==> config.mk <==
export PLATFORM = sky130hd
export DESIGN_NAME = bilinear_job_ctrl
export DESIGN_NICKNAME = d
export VERILOG_FILES = /design/src/rtl/bilinear_job_ctrl.sv
export SDC_FILE = /design/constraint.sdc
export NUM_CORES = 1
export LEC_CHECK = 0
export BUFFER_PORTS_ARGS = -buffer_cell sky130_fd_sc_hd__buf_2
export CAP_MARGIN = 0
export CORE_ASPECT_RATIO = 1.2
export CORE_MARGIN = 1
export CORE_UTILIZATION = 62
export DETAILED_ROUTE_END_ITERATION = 8
export PLACE_DENSITY = 0.8
export SYNTH_ARGS = -nofsm -noshare
export SYNTH_HDL_FRONTEND = slang
export SYNTH_SLANG_ARGS = --single-unit
export TNS_END_PERCENT = 5
==> constraint.sdc <==
create_clock -name clk -period 8.9 [get_ports clk]
set_input_delay 0 -clock clk [delete_from_list [all_inputs] [get_ports clk]]
set_output_delay 0 -clock clk [all_outputs]
set_load 0.005 [all_outputs]
==> src/rtl/bilinear_job_ctrl.sv <==
// Job queue and launch sequencer for a bilinear scaling core.
// Build option: define DSA_JOB_PERF_EN to add the perf_cycles/perf_pixels counters.
module bilinear_job_ctrl #(
  parameter int FIFO_DEPTH = 4
) (
  input  logic        clk,
  input  logic        rst_n,
  input  logic        job_valid,
  output logic        job_ready,
  input  logic [15:0] job_in_w,
  input  logic [15:0] job_in_h,
  input  logic [15:0] job_out_w,
  input  logic [15:0] job_out_h,
  input  logic [15:0] job_inv_scale_q,
  output logic        core_start,
  output logic [15:0] core_in_w,
  output logic [15:0] core_in_h,
  output logic [15:0] core_out_w,
  output logic [15:0] core_out_h,
  output logic [15:0] core_inv_scale_q,
  input  logic        core_busy,
  input  logic        core_done,
  input  logic        core_wr_valid,
  output logic [4:0]  pending,
  output logic        active,
  output logic        irq,
  input  logic        irq_clr,
  output logic        err,
  input  logic        err_clr,
  output logic [15:0] jobs_done
`ifdef DSA_JOB_PERF_EN
  ,
  output logic [31:0] perf_cycles,
  output logic [31:0] perf_pixels
`endif
);
  localparam int PW = (FIFO_DEPTH > 1) ? $clog2(FIFO_DEPTH) : 1;
  localparam logic [4:0] DEPTH = 5'(FIFO_DEPTH);

  typedef struct packed {
    logic [15:0] in_w;
    logic [15:0] in_h;
    logic [15:0] out_w;
    logic [15:0] out_h;
    logic [15:0] inv_scale;
  } job_t;

  typedef enum logic [2:0] {S_IDLE, S_LAUNCH, S_WAIT_BUSY, S_RUN, S_DONE} state_t;

  state_t        state, state_nx;
  job_t          mem [FIFO_DEPTH];
  job_t          job_new, cfg;
  logic [PW-1:0] wr_ptr, rd_ptr;
  logic [4:0]    count;
  logic [1:0]    wait_cnt;
  logic          job_fire, job_bad, job_rej, push, pop, timeout;

  assign job_new  = '{job_in_w, job_in_h, job_out_w, job_out_h, job_inv_scale_q};
  assign job_ready = (count < DEPTH);
  assign job_fire = job_valid & job_ready;
  assign job_bad  = (job_in_w == '0) | (job_in_h == '0) | (job_out_w == '0) | (job_out_h == '0) |
                    (job_out_w > job_in_w) | (job_out_h > job_in_h);
  assign job_rej  = job_fire & job_bad;
  assign push     = job_fire & ~job_bad;
  assign pop      = (state == S_IDLE) & (count != '0) & ~core_busy;

  always_comb begin
    state_nx   = state;
    core_start = 1'b0;
    timeout    = 1'b0;
    case (state)
      S_IDLE:      if (pop) state_nx = S_LAUNCH;
      S_LAUNCH: begin
        core_start = 1'b1;
        state_nx   = S_WAIT_BUSY;
      end
      S_WAIT_BUSY: begin
        // wait_cnt==3 is the 4th cycle after the start pulse
        if (core_busy) state_nx = S_RUN;
        else if (wait_cnt == 2'd3) begin
          timeout  = 1'b1;
          state_nx = S_IDLE;
        end
      end
      S_RUN:       if (!core_busy && core_done) state_nx = S_DONE;
      S_DONE:      state_nx = S_IDLE;
      default:     state_nx = S_IDLE;
    endcase
  end

  // Payload storage needs no reset; pointers/count define validity.
  always_ff @(posedge clk) begin
    if (push) mem[wr_ptr] <= job_new;
  end

  always_ff @(posedge clk or negedge rst_n) begin
    if (!rst_n) begin
      state     <= S_IDLE;
      wr_ptr    <= '0;
      rd_ptr    <= '0;
      count     <= '0;
      wait_cnt  <= '0;
      cfg       <= '0;
      irq       <= 1'b0;
      err       <= 1'b0;
      jobs_done <= '0;
    end else begin
      state <= state_nx;
      if (push) wr_ptr <= wr_ptr + PW'(1);
      if (pop) begin
        rd_ptr <= rd_ptr + PW'(1);
        cfg    <= mem[rd_ptr];
      end
      case ({push, pop})
        2'b10:   count <= count + 5'd1;
        2'b01:   count <= count - 5'd1;
        default: ;
      endcase
      wait_cnt <= (state == S_WAIT_BUSY) ? wait_cnt + 2'd1 : 2'd0;
      irq      <= (state == S_DONE) | (irq & ~irq_clr);
      err      <= job_rej | timeout | (err & ~err_clr);
      if (state == S_DONE) jobs_done <= jobs_done + 16'd1;
    end
  end

`ifdef DSA_JOB_PERF_EN
  always_ff @(posedge clk or negedge rst_n) begin
    if (!rst_n) begin
      perf_cycles <= '0;
      perf_pixels <= '0;
    end else if (state == S_LAUNCH) begin
      perf_cycles <= 32'd1;
      perf_pixels <= '0;
    end else begin
      if (state inside {S_WAIT_BUSY, S_RUN, S_DONE}) perf_cycles <= perf_cycles + 32'd1;
      if (core_wr_valid && (state inside {S_WAIT_BUSY, S_RUN})) perf_pixels <= perf_pixels + 32'd1;
    end
  end
`endif

  assign core_in_w        = cfg.in_w;
  assign core_in_h        = cfg.in_h;
  assign core_out_w       = cfg.out_w;
  assign core_out_h       = cfg.out_h;
  assign core_inv_scale_q = cfg.inv_scale;
  assign pending          = count;
  assign active           = (state != S_IDLE);
endmodule
# Word-level counts from Yosys, hierarchy flattened

Memories as Yosys holds them, arrays and structs flattened. A register that Yosys moved wholly into a read port is not among the register bits.
Index checks and enable logic that the tools add are counted.

Register bits after elaboration: 32
Memory bits (writable): 320
Output and inout bits: 106
Word-level logic and storage cells: 72
Memories kept: 1

Add/subtract/negate cells: 6
Order comparisons: 3
Equality and inequality tests: 10
Multiplexer cells: 13
Bitwise gates (word level): 19
Reductions and logical operators: 12

Memories:

| name | words | bits a word | read ports | clocked after memory_dff | wr ports | line | RTL |
|---|---|---|---|---|---|---|---|
| mem  | 4     | 80          | 1          | 1                        | 1        | 51   | `job_t mem [FIFO_DEPTH];` |

Operators by type and width:

| kind                                                       | number |
|---|---|
| zero test 16 bit                                           | 4 |
| > comparator 16 bit                                        | 2 |
| adder 16 x 1 -> 16 bit, second input constant              | 1 |
| 2-to-1 mux 3 bit                                           | 4 |
| case mux 3 bit (4 select lines)                            | 1 |
| case mux 5 bit (2 select lines)                            | 1 |
| OR 1 bit                                                   | 8 |
| AND 1 bit                                                  | 7 |
| adder 2 x 1 -> 2 bit, second input constant                | 3 |
| equality test 3 x 2 -> 1 bit, second input constant        | 2 |
| 2-to-1 mux 1 bit                                           | 6 |
| adder 5 x 1 -> 5 bit, second input constant                | 1 |
| less-than comparator 5 x 3 -> 1 bit, second input constant | 1 |
| nonzero test 5 bit                                         | 1 |
| subtractor 5 x 1 -> 5 bit, second input constant           | 1 |
| equality test 2 bit, second input constant                 | 2 |
| != test 2 bit, second input constant                       | 2 |
| NOT 1 bit                                                  | 4 |
| equality test 3 x 1 -> 1 bit, second input constant        | 1 |
| equality test 3 bit, second input constant                 | 1 |
| zero test 3 bit                                            | 1 |
| != test 3 bit, second input constant                       | 1 |
| AND reduction 3 bit                                        | 1 |
| nonzero test 3 bit                                         | 1 |
| other kinds (5)                                            | 6 |

# Longest topological paths before layout

Gate-level depths: netlist (run 1).

Depth after elaboration: 10
Mapped depth: 17
Mapped depth without buffers: 17

# Worst setup path after synthesis (run 1)

OpenSTA, ideal clock, no wires.

Kind: input to register
Start point: input port job_in_w[1]
End point: memory mem[0][0] (netlist bit), enable pin
Library setup time: 0.519 ns
Arrival time: 4.753 ns
Setup slack: 3.628 ns
Stages: 9
Cell sequence: inv_1 -> ha_1 -> nor2b_1 -> o211ai_2 -> a21oi_1 -> o31a_1 -> o41ai_4 -> nand4_2 -> nor2_1

Longest elaborated chain between the ends: 10

RTL lines:

| item                                                                        | line | RTL |
|---|---|---|
| start, declared                                                             | 10   | `input logic [15:0] job_in_w,` |
| parallel branches: the longest is 4 deep, another holds > comparator 16 bit | --   |  |
| OR 1 bit *                                                                  | 61   | `assign job_bad = (job_in_w == '0) \| (job_in_h == '0) \| (job_out_w == '0) \| (job_out_h == '0) \|` |
| OR 1 bit *                                                                  | 62   | `(job_out_w > job_in_w) \| (job_out_h > job_in_h);` |
| NOT 1 bit *                                                                 | 64   | `assign push = job_fire & ~job_bad;` |
| AND 1 bit *                                                                 | 64   |  |
| 2-to-1 mux 1 bit *                                                          | 93   | `if (push) mem[wr_ptr] <= job_new;` |
| 2-to-1 mux 1 bit (not written as such) *                                    | 93   |  |
| end, declared                                                               | 51   |  |

Mark *: on every way between the ends.

# Worst setup path after layout (run 1)

Start point: input port job_in_h[15]
End point: memory mem[3][33] (netlist bit), enable pin

Longest elaborated chain between the ends: 10

RTL lines:

| item                                     | line | RTL |
|---|---|---|
| start, declared                          | 11   | `input logic [15:0] job_in_h,` |
| zero test 16 bit                         | 61   |  |
| OR 1 bit (4 in a row)                    | 61   |  |
| OR 1 bit *                               | 62   |  |
| NOT 1 bit *                              | 64   |  |
| AND 1 bit *                              | 64   |  |
| 2-to-1 mux 1 bit *                       | 93   |  |
| 2-to-1 mux 1 bit (not written as such) * | 93   |  |

Every way passes the cells marked *; elsewhere a longest branch is shown, timed or not.

==> results.txt, run 1 <==
Via density: 5.965
Buffers on Ports: 192
Post-synthesis sequential area ratio: 72.97%
Dpl hpwl: 20.27 mm
Clk pin slew, worst setup/hold paths: 0.07 ns
Largest family of logic cells by synthesized area: multiplexers
Top cell type's share of synthesized area: 56.50%
Net Count, Synth: 1000
Final Hold Fails: 0
Clock Power Share: 29.8%
Clock Skews: 0.01167 ns
Logic gate share of total power: 23.0%
Switching Power: 1.563 mW
Total wire length: 36.01 mm
Vias in the first global route: 9889
Final core utilization: 76.31%
Initial antenna violation count: 0
Slew Viols, Final: 0
# resized after CTS: 0
Synth Area in Simple Gates: 2.972%
Clock buffer depth: 3
CTS tree: built
Post-CTS Setup Repair Bufs: 0
Gpl congestion: 0.8313
Type of the worst setup path: input port to flop
Post-synthesis cell type count: 43
Synth Area in XOR/XNOR: 1.184%
Pre-antenna DRT Iters: 4
Layout area overhead: 21.16%
Ports: 194
Worst Setup Start Kind: input port
Clk_lat worst skew: 0.53 ns
Worst path arrival time: 4.52 ns
Area contributors post-synth: edfxtp_1 (56%), dfrtp_1 (16%), mux4_2 (11%), mux2_1 (4.1%), ha_1 (3.1%)
Vias post-DR: 9240
Setup repair after global routing missed its margin: false
CP Capture Type: flop
Max Fanout on Critical Path: 54
Reg2reg start: state[0]
P_int: 4.226 mW
Worst Tran Pin Value: 1.062 ns
CTS Buf Count: 41
Starting density of the core: 62.99%
Worst Hold Launch: job_inv_scale_q[8]
Final net count: 1308
Synth Area in Compound Gates: 1.537%
M3 GR Usage: 4.314%
Post-Syn Area: 0.01701 mm²
Drt wl/cell: 23.25 µm
Die Span X: 153.2 µm
Footprint of the multi-input gates: 0.004290 mm²
Power per cell area: 280.9 mW/mm²
Sink Count: 432
Die Area: 0.02810 mm²
CTS H-tree lvls: 2
Grt peak-use layer: met2
Site Rows: 66
DIE HEIGHT: 183.4 µm
Fmax: 0.2287 GHz
Synthesis Warnings: 0
Mapped Avg Cell Area: 19.57 µm²
Leakage: 7.894 nW
Met2 usage: 48.27%
First-pass GRT wire length: 55.74 mm
Final period util: 49.13%
Min Tclk post-route: 4.373 ns
Met1 GRT Util: 33.01%
Max_cap viols: 0
# setup viols final: 0
Layout cells sized above 1: 30.93%
Peak VDD IR: 0.2114 mV
Primary FF master, synth: edfxtp_1
Register share of total power: 47.2%
Root buf cell: clkbuf_16
Async SR Flop Fraction: 25.93%
Gr usage total: 26.68%
DRT iter0 DRCs: 650
Post-route ant nets: 0
Cell count after synthesis: 869
Hold Buf Count CTS: 90
Data required, critical path: 9.05 ns
GRT overflow: 0
Post-synth EDFFs: 320
Synth Area in Adders: 3.207%
Largest net degree at the start of global routing: 55
Post-synthesis mux area share: 16.08%
Synth area leader: edfxtp_1
Hold WC Path Type: input port to flop
FF+latch count, synth: 432
Max_slew headroom: 28.97%
Fillcell total: 1467
DRC violations left: 0
Worst Setup SP: job_in_h[15]
Core ar.: 0.02700 mm²
Seq. cell area: 0.01242 mm²
Switching Share: 27.00%
TNS Setup: 0 ns
N_diodes: 0
Status: finished clean
[area by class of cell]
| type | count | share of cell area, % |
|---|---|---|
| flip-flops and latches | 432 | 60.27 |
| multi-input cells | 361 | 20.82 |
| repair buffers | 295 | 9.520 |
| clock buffers | 50 | 5.398 |
| well taps | 340 | 2.064 |
| clock inverters | 25 | 1.093 |
| inverters | 46 | 0.8379 |
[layout by cell type (no fill, tap or decap), types with 9 or more instances in the layout]
cell type / synthesis / final
mux4_2: 80 / 80
buf_4: 1 / 14
nand4_1: 16 / 16
dlygate4sd3_1: 0 / 90
edfxtp_1: 320 / 320
mux2_2: 20 / 20
nand2_1: 18 / 18
ha_1: 42 / 42
clkinv_1: 0 / 11
dfrtp_1: 112 / 110
a21oi_1: 17 / 17
inv_1: 46 / 46
xnor2_1: 14 / 14
xor2_1: 9 / 9
nor4_1: 16 / 16
buf_2: 5 / 191
mux2_1: 62 / 62
nor2_1: 15 / 11
clkbuf_16: 0 / 43
[metal layers]
layer,wire [µm],vias to the layer above
met5,0,-
li1,-,4040
met2,19180,381
met3,2223,72
met1,13650,4747
met4,964,0
[flip-flops by register name, summed over array words and instances (netlist names)]
signal            count
jobs_done            16
core_in_w            16
core_in_h            16
core_out_h           16
state                 3
core_inv_scale_q     16
mem                 320
wr_ptr                2
rd_ptr                2
core_out_w           16
wait_cnt              2
pending               5
irq                   1
err                   1
[path summary, 6_finish.rpt]
check | to | cells past startpoint | slack [ns]
min in group asynchronous | core_out_h[12] | 3 | 0.45
setup / recovery | mem[3][33] | 12 | 4.53
hold / removal | mem[3][8] | 2 | 0.23
hold reg to reg | wait_cnt[0] | 1 | 0.44
max in group asynchronous | core_out_h[10] | 4 | 6.73
setup reg to reg | pending[4] | 12 | 5.50
[critical path, cell delays in order]
cell           delay [ns]
dlygate4sd3_1        0.54
buf_2                0.18
inv_1                0.07
ha_1                 0.34
nand4_1              0.20
nor3_1               0.27
mux2i_1              0.21
a21oi_1              0.05
nor3_1               0.51
nand4_2              0.45
nor2_4               0.83
buf_4                0.81
[power by group through the flow]
| stage | Sequential, mW | Clock, mW | Combinational (mW) |
|---|---|---|---|
| 6_report | 2.73 | 1.72 | 1.33 |
| 5_1_grt | 2.77 | 1.82 | 1.45 |
| 4_1_cts | 2.73 | 1.75 | 1.34 |
| 3_5_place_dp | 2.77 | 0 | 1.30 |
| 3_3_place_gp | 2.75 | 0 | 1.26 |
| 2_1_floorplan | 2.68 | 0 | 0.885 |
[synth_stat cells, types with 9 or more instances]
master and instances:
nor4_1 16, mux2_2 20, a21oi_1 17, clkbuf_1 10
edfxtp_1 320, mux4_2 80, mux2_1 62, nand4_1 16
xor2_1 9, dfrtp_1 112, ha_1 42, xnor2_1 14
nand2_1 18, nor2_1 15, inv_1 46
[metrics by stage]
stage               std cells  total power [mW]  area [µm²]  hold slack [ns]  setup WS [ns]
floorplan                 869             3.564       17010          -0.2956          3.628
global placement         1384             4.017       18370         -0.03007          4.621
detailed placement       1384             4.065       18370         -0.01536          4.553
CTS                      1549             5.823       20610           0.2120          4.515
global route             1549             6.039       20610           0.2303          4.242
finish                   1549             5.789       20610           0.2305          4.527
[logic make-up after synthesis]
kind of cell	after synthesis
flops	432
buf+inv	76
mux	163
compound gates	38
xor+xnor	23
simple gates	94
fa+ha+maj	43
Note: power is estimated with default switching activity, not from simulation.
==> inputs of run 2 (changes only) <==
--- a/config.mk
+++ b/config.mk
@@ -9,9 +9,9 @@
 export CAP_MARGIN = 0
 export CORE_ASPECT_RATIO = 1.2
 export CORE_MARGIN = 1
-export CORE_UTILIZATION = 62
+export CORE_UTILIZATION = 52
 export DETAILED_ROUTE_END_ITERATION = 8
-export PLACE_DENSITY = 0.8
+export PLACE_DENSITY = 0.71
 export SYNTH_ARGS = -nofsm -noshare
 export SYNTH_HDL_FRONTEND = slang
 export SYNTH_SLANG_ARGS = --single-unit
==> constraint.sdc (replaced) <==
create_clock -name clk -period 4 [get_ports clk]
set_input_delay 0 -clock clk [delete_from_list [all_inputs] [get_ports clk]]
set_output_delay 0 -clock clk [all_outputs]
set_load 0.005 [all_outputs]
==> run 2 against run 1 <==
Compared with the run above:
- via count fell by 2.8%
- wire length decreased by 4.3%
- utilization down 12 points
- total power increased by 120%
==> results.txt, run 2 (synthesized netlist as in run 1, its figures left out) <==
Metal-1 WL: 13.37 mm (-2.1%)
Wire length on met2: 18.24 mm (-4.9%)
Max Fanout on Critical Path: 6 (-89%)
Clk_lat worst skew: 0.54 ns (about the same)
Initial antenna violation count: 0 (unchanged)
Hold Buf Count CTS: 88 (-2.2%)
Gr usage total: 21.44% (-5.2 points)
# resized after CTS: 0 (unchanged)
Fillcell total: 2248 (+53%)
Sink Count: 432 (unchanged)
Die Span X: 167.1 µm (+9.1%)
Min Tclk post-route: 3.452 ns
Reg with most FFs: mem
Post-place setup slack: 0.5444 ns (-4.009 ns)
Gpl congestion: 0.7817 (-6.0%)
End of the critical path: pending[4]
DIE HEIGHT: 200.1 µm (+9.1%)
Vias post-DR: 8979 (-2.8%)
CP Capture Type: flop
Commonest cells after routing, fill and taps aside: edfxtp_1 (320), buf_2 (191), dfrtp_1 (110), dlygate4sd3_1 (88), mux4_2 (80)
Post-CTS Setup Repair Bufs: 0 (unchanged)
Fmax: 0.2897 GHz
Drt wl/cell: 21.29 µm (-8.4%)
R2R Setup Slk: 0.99 ns (-4.51 ns)
Clock buffer depth: 3 (unchanged)
Final period util: 86.30%
Root buf cell: clkbuf_16
Site Rows: 72 (+9.1%)
Ports: 194 (unchanged)
Worst Tran Pin Value: 0.8261 ns (-0.2358 ns)
Max_slew headroom: 44.93% (+16 points)
Final Cell Area: 0.02082 mm² (+1.0%)
Max Used Layer: met4
Final core utilization: 64.56% (-12 points)
Type of the worst setup path: input port to flop
CTS tree: built
Routed wl met3: 1.907 mm (-14%)
Data required, critical path: 4.42 ns (-4.63 ns)
TNS Setup: 0 ns (unchanged)
Worst path arrival time: 3.88 ns (-0.64 ns)
FF-to-FF End: pending[4]
Slew Viols, Final: 0 (unchanged)
Footprint of the multi-input gates: 0.004290 mm² (unchanged)
CTS H-tree lvls: 2 (unchanged)
First-pass GRT wire length: 54.16 mm (-2.8%)
Hold WC Path Type: input port to async pin
Leakage: 7.949 nW (+0.69%)
Post-Place Cell Area: 0.01856 mm² (+1.1%)
Worst Setup Start Kind: input port
Peak VDD IR: 0.4375 mV (+110%)
Layout cells sized above 1: 31.35% (+0.42 points)
FF-to-FF path depth: 11 (-1)
Clk pin slew, worst setup/hold paths: 0.06 ns (about the same)
Final Hold Fails: 0 (unchanged)
CTS Buf Count: 42 (+2.4%)
Post-route ant nets: 0 (unchanged)
Clock Skews: 0.01627 ns (+0.004603 ns)
Layout area overhead: 22.41%
Final setup margin: 0.5479 ns (-3.979 ns)
Die Area: 0.03344 mm² (+19%)
Starting density of the core: 52.74% (-10 points)
Max reg flops: 320 (unchanged)
Max_cap viols: 0 (unchanged)
# setup viols final: 0 (unchanged)
N_diodes: 0 (unchanged)
Setup repair after global routing missed its margin: false
DRT iter0 DRCs: 678 (+4.3%)
Buffers on Ports: 192 (unchanged)
DRC violations left: 0 (unchanged)
Seq. cell area: 0.01242 mm² (unchanged)
Largest net degree at the start of global routing: 71 (+29%)
Final net count: 1310 (+0.15%)
Most common cell after layout, fill and taps aside: edfxtp_1
Dpl hpwl: 20.27 mm (about the same)
Reg2reg start: state[0]
Worst Setup SP: job_in_h[15]
GRT overflow: 0 (unchanged)
Vias in the first global route: 9668 (-2.2%)
Core ar.: 0.03225 mm² (+19%)
Status: finished clean
Via density: 5.546 (-7.0%)
Pre-antenna DRT Iters: 5 (+1)
Power per cell area: 622.1 mW/mm² (+120%)
Total wire length: 34.47 mm (-4.3%)
[run 2: cell count changes in the layout (fill, tap and decap cells not counted), moves of 2 or more]
cell,previous run,this run
buf_12,0,7
clkbuf_1,6,11
clkbuf_16,43,45
buf_4,14,10
bufinv_16,4,2
dlygate4sd3_1,90,88
clkinv_1,11,5
clkbuf_8,1,6
[run 2: stage by stage]
step | power [mW] | std cells | hold slack, ns
detailed placement | 9.126 | 1454 | 0.1552
global placement | 9.030 | 1454 | 0.1420
floorplan | 7.931 | 869 | -0.2956
global route | 13.57 | 1619 | 0.1497
CTS | 13.13 | 1619 | 0.1094
finish | 12.95 | 1619 | 0.1079
[run 2: critical path: stages]
cell	delay (ns)
dlygate4sd3_1	0.52
buf_2	0.15
inv_1	0.05
ha_1	0.31
nand4_1	0.20
nor3_1	0.28
mux2i_1	0.22
a21oi_1	0.05
nor3_1	0.52
nand4_2	0.19
ha_1	0.29
inv_1	0.12
fa_1	0.22
inv_1	0.05
a21o_1	0.18
a21oi_1	0.17
xnor2_1	0.15
nor2_1	0.07
xor2_1	0.15
[run 2: layer usage]
| layer | vias to the layer above | global-route usage, % |
|---|---|---|
| met5 | - | 0 |
| met4 | 0 | 7.970 |
| met3 | 50 | 3.853 |
| met2 | 259 | 38.40 |
| met1 | 4634 | 25.84 |
| li1 | 4036 | - |
[run 2: worst min-delay path by stage]
stage                          endpoint  slack (ns)  cells after the start
floorplan                  core_in_h[0]       -0.30                      0
detailed placement        jobs_done[15]        0.16                      1
global placement          jobs_done[15]        0.14                      1
finish              core_inv_scale_q[8]        0.11                      2
CTS                       jobs_done[15]        0.11                      2
global route        core_inv_scale_q[9]        0.15                      2
[run 2: final cells by class]
class / instances / area share, %
clock buffer: 62 / 6.004
tap: 407 / 2.446
clock inverter: 15 / 0.6070
timing repair buffer: 296 / 9.856
inverter: 46 / 0.8293
multi-input combinational: 361 / 20.61
sequential: 432 / 59.65
[run 2: power by group]
group          total (mW)  leakage, nW  internal, mW  switching, mW
combinational        3.08         3.02          1.66           1.42
clock                3.91        0.667          2.29           1.62
sequential           5.96         4.26          5.55          0.410
